### src/rtl/s2_serial_receiver.sv
// rtl/s2_serial_receiver.sv - sen/sd bit-plane packet receiver that rebuilds an 18-byte block into RB2
module s2_serial_receiver #(
  parameter int NBYTES = 18,
  parameter int AW     = 5
) (
  input  logic          clk,
  input  logic          rst,
  input  logic          sen,
  input  logic          sd,
  output logic          S2_done,
  output logic          RB2_RW,
  output logic [AW-1:0] RB2_A,
  output logic [7:0]    RB2_D
);

  localparam int PKT_BITS = 3 + NBYTES;
  localparam int CW       = $clog2(PKT_BITS + 1);
  localparam logic [CW-1:0] CNT_FULL  = CW'(PKT_BITS);
  localparam logic [AW-1:0] LAST_ADDR = AW'(NBYTES - 1);

  typedef enum logic [2:0] {
    IDLE,
    RECV,
    COMMIT,
    WRITE,
    DONE
  } state_t;

  state_t              state;
  state_t              state_nx;
  logic [PKT_BITS-1:0] shreg;
  logic [CW-1:0]       cnt;
  logic [7:0]          mask;
  logic [7:0]          buffer  [NBYTES];
  logic [7:0]          buf_upd [NBYTES];

  logic [2:0]    pkt_addr;
  logic [7:0]    mask_upd;
  logic          mask_full;
  logic          start_bit;
  logic          shift_bit;
  logic [AW-1:0] next_addr;

  // After 21 shifts the address sits in the top three bits and byte j's bit lands at shreg[j].
  assign pkt_addr  = shreg[PKT_BITS-1 -: 3];
  assign mask_upd  = mask | (8'b1 << pkt_addr);
  assign mask_full = (mask_upd == 8'hFF);
  assign next_addr = RB2_A + AW'(1);

  assign start_bit = !sen && ((state == IDLE) || (state == COMMIT && !mask_full));
  assign shift_bit = !sen && (state == RECV) && (cnt != CNT_FULL);

  always_comb begin
    for (int j = 0; j < NBYTES; j++) begin
      buf_upd[j] = buffer[j];
      buf_upd[j][3'd7 - pkt_addr] = shreg[j];
    end
  end

  always_comb begin
    state_nx = state;
    case (state)
      IDLE: begin
        if (!sen) state_nx = RECV;
      end
      RECV: begin
        if (sen) state_nx = (cnt == CNT_FULL) ? COMMIT : IDLE;
      end
      COMMIT: begin
        if (mask_full)  state_nx = WRITE;
        else if (!sen)  state_nx = RECV;
        else            state_nx = IDLE;
      end
      WRITE: begin
        if (RB2_A == LAST_ADDR) state_nx = DONE;
      end
      DONE: begin
        state_nx = DONE;
      end
      default: state_nx = IDLE;
    endcase
  end

  always_ff @(posedge clk or negedge rst) begin
    if (!rst) begin
      state <= IDLE;
    end else begin
      state <= state_nx;
    end
  end

  always_ff @(posedge clk or negedge rst) begin
    if (!rst) begin
      shreg <= '0;
      cnt   <= '0;
    end else begin
      if (start_bit || shift_bit) begin
        shreg <= {shreg[PKT_BITS-2:0], sd};
      end
      if (start_bit) begin
        cnt <= CW'(1);
      end else if (shift_bit) begin
        cnt <= cnt + CW'(1);
      end else if (state != RECV) begin
        cnt <= '0;
      end
    end
  end

  always_ff @(posedge clk or negedge rst) begin
    if (!rst) begin
      mask <= '0;
      for (int j = 0; j < NBYTES; j++) begin
        buffer[j] <= '0;
      end
    end else if (state == COMMIT) begin
      mask <= mask_upd;
      for (int j = 0; j < NBYTES; j++) begin
        buffer[j] <= buf_upd[j];
      end
    end
  end

  // Byte 0 is taken from the merged view so the first write already carries this packet's plane.
  always_ff @(posedge clk or negedge rst) begin
    if (!rst) begin
      S2_done <= 1'b0;
      RB2_RW  <= 1'b1;
      RB2_A   <= '0;
      RB2_D   <= '0;
    end else begin
      case (state)
        COMMIT: begin
          if (mask_full) begin
            RB2_RW <= 1'b0;
            RB2_A  <= '0;
            RB2_D  <= buf_upd[0];
          end
        end
        WRITE: begin
          if (RB2_A == LAST_ADDR) begin
            RB2_RW  <= 1'b1;
            S2_done <= 1'b1;
          end else begin
            RB2_A <= next_addr;
            RB2_D <= buffer[next_addr];
          end
        end
        default: begin
        end
      endcase
    end
  end

endmodule
### config.mk
export PLATFORM = sky130hd
export DESIGN_NAME = s2_serial_receiver
export DESIGN_NICKNAME = d
export VERILOG_FILES = /design/src/rtl/s2_serial_receiver.sv
export SDC_FILE = /design/constraint.sdc
export NUM_CORES = 1
export LEC_CHECK = 0
export CAP_MARGIN = 25
export CORE_MARGIN = 1.5
export CORE_UTILIZATION = 39
export CTS_CLUSTER_SIZE = 20
export DETAILED_ROUTE_END_ITERATION = 12
export PLACE_DENSITY = 0.57
export SLEW_MARGIN = 5
export SYNTH_ARGS = -nofsm -noshare
export SYNTH_HDL_FRONTEND = slang
export SYNTH_SLANG_ARGS = --single-unit
### constraint.sdc
create_clock -name clk -period 2.3 [get_ports clk]
set_input_delay 0.345 -clock clk [delete_from_list [all_inputs] [get_ports clk]]
set_output_delay 0.345 -clock clk [all_outputs]
set_load 0.1 [all_outputs]
==> flow_summary.ini <==
[logic_synthesis]
ys_types = 58
synth_commonest_cells = dfrtp_1, mux2_2, nand2_1
netlist_instances = 666
synth_area_leaders = dfrtp_1, mux2_2, mux4_2, mux2_4, mux2i_1
yosysMostFrequentCell = dfrtp_1
synth.cell_area_um2 = 9253
yosysWarnings = 0
synth-edff-count = 0
synthArstFlopShare_pct = 100.0
yosysTopAreaCell = dfrtp_1
seq_area_frac_synth_pct = 53.02
syn_avg_cell_area_um2 = 13.89
yosysTopAreaCellShare_pct = 52.74
syn_nets = 674
synth_flop_cell = dfrtp_1
synth-seq-cells = 196

[place]
place.detailed.hpwl_um = 14410
gp_congestion = 0.8544
place_inst = 984
place_ws_ps = 4.704
portBuffers = 18

[die]
start_util_pct = 39.54
die_area_um2 = 24660
io_pins = 19
coreArea_um2 = 23400
die_y_um = 157.0
die_w_um = 157.0
num_rows = 56

[clocking]
cts_buffers = 17
clock_latency_ps = 430
cts_tree = built
clk_pin_slew_worst_paths_ps = 70
clk_path_buf_depth = 2
clock_sinks = 196
cts_root_buf = clkbuf_16
cts_max_level = 4

[cells_and_area]
final_cell_count_no_fill = 1028
final_nets = 704
area_growth_pct = 16.20
antenna_cells = 0
drive_gt1_share_pct = 45.70

[critical_path]
r2r_cells = 7
critPathLaunchType = register
crit_fanout = 24
crit_path_end = RB2_D[6]
r2r_end = RB2_D[6]
worstSetupPathType = register to register
worstPathArrival_ps = 2550
r2r-start = RB2_A[0]
cp-end-kind = register
r2r_setup_slack_ps = 70
critPathLaunch = RB2_A[0]
crit_required_ps = 2620

[routing]
route.detailed.drc = 0
viasPerCell = 5.257
antenna_left = 0
drt-initial-drc-count = 295
dr_total_vias = 5404
routed_wl_um = 21390
dr.pass1.iters = 4
post_drt_wl_per_cell_um = 20.81

[global_routing]
grt_pass1_vias = 5668
gr-total-overflow = 0
grt_antenna_before_repair = 0
grt_pass1_wl_um = 33710
grt_max_degree = 74
grt.total_usage_pct = 18.37

[power]
pwr-share-clk_pct = 46.7
p_seq_share_pct = 52.0
power.share.switching_pct = 22.12
power_frac_comb_pct = 1.3
p_per_area_nw_per_um2 = 616.2
p_int_mw = 5.159
netSwitchingPower_mw = 1.465
leakage_nw = 5.208
peakVddDrop_v = 0.0003508

[sta]
worst_slack_ps = 72.95
max_clock_freq_ghz = 0.4490
hold_viol_final = 0
period_share_pct = 96.83
tightestPinTransition_ps = 604.5
layout_min_cycle_time_ps = 2227
finalMaxSlewViolations = 0
setup_viol = 0
skew_ps = 7.874
relSlewSlack_pct = 59.56

[hold_path]
min_path_type = input pin to asynchronous set/reset pin

[status]
status = finished, final reports clean

[flow_run]
maxCapViolCount = 0
[cells in the final DEF (no fill, tap or decap), drive strengths merged, types with 6 or more instances in the layout]
master,n
a21oi,16
buf,61
clkbuf,21
dfrtp,195
inv,9
mux2,168
mux2i,21
mux4,32
nand2,51
nand2b,8
nor2,19
nor2b,6
o21ai,19
xor2,6
[sequential cells by signal, indices dropped and copies added, names as in the netlist]
name     cells
cnt          5
RB2_RW       1
S2_done      1
mask         8
RB2_A        5
shreg       21
state        3
buffer     144
RB2_D        8
[layer usage]
metal,track usage [%],wire length (um)
met3,3.221,712
met1,24.75,9858
met5,0,0
met4,5.795,240
met2,30.26,10580
[power groups by stage]
stage	combinational [mW]	sequential, mW	clock, mW
floorplan	0.00311	3.51	0
detailed placement	0.0911	3.51	0
CTS	0.0930	3.44	3.18
global placement	0.0878	3.51	0
global route	0.103	3.44	3.31
finish	0.0864	3.44	3.10
[worst min-delay path by stage]
stage / end / cells after the start / start
2_1_floorplan: RB2_A[2] / 0 / rst
3_3_place_gp: mask[5] / 1 / rst
3_5_place_dp: mask[5] / 1 / rst
4_1_cts: mask[5] / 2 / rst
5_1_grt: mask[6] / 2 / rst
6_report: mask[4] / 2 / rst
[metrics by stage]
stage | hold WS, ps | setup TNS (ps) | cell area [um2] | power (mW) | util, %
5_1_grt | 364.3 | -0.09570 | 10750 | 6.854 | 45.94
3_5_place_dp | 248.3 | 0 | 9945 | 3.602 | 42.49
6_report | 363.1 | 0 | 10750 | 6.625 | 45.94
3_3_place_gp | 248.9 | 0 | 9945 | 3.599 | 42.49
4_1_cts | 351.4 | 0 | 10570 | 6.719 | 45.17
2_1_floorplan | 49.41 | -1.545 | 9289 | 3.515 | -
[area by class of cell]
cell class	count	area, um2
Clock buffer	19	452.9
Clock inverter	13	161.4
Fill cell	2132	12650
Inverter	2	7.507
Multi-Input combinational cell	413	4103
Sequential cell	196	4918
Tap cell	319	399.1
Timing Repair Buffer	66	709.4
[cell families (layout without fill, tap and decap cells)]
family | Yosys count | count (layout) | share of synthesized area (%)
mux | 221 | 221 | 31.32
flops | 196 | 196 | 53.02
simple gates | 121 | 121 | 6.748
compound gates | 59 | 59 | 4.287
buf+inv | 57 | 100 | 3.245
xor+xnor | 8 | 8 | 0.8385
fa+ha+maj | 4 | 4 | 0.5409
[critical path, cell delays in order (launching register included)]
cell and delay (ps):
dfrtp_4 450, buf_6 130, buf_12 220, mux4_2 550
nand2_1 100, a21oi_1 90, or3_1 360, a22o_1 210
[timing repair]
| item | in CTS | in global routing |
|---|---|---|
| endpoints found under the hold margin | 24 | 0 |
| gates resized for setup | 2 | 13 |
| setup endpoints to repair | 8 | 19 |
| cloned | 0 | 1 |
| setup buffers | 0 | 10 |
| pin swaps | 1 | 6 |
| hold buffers | 1 | 0 |
Power figures use the tool's default switching activity.
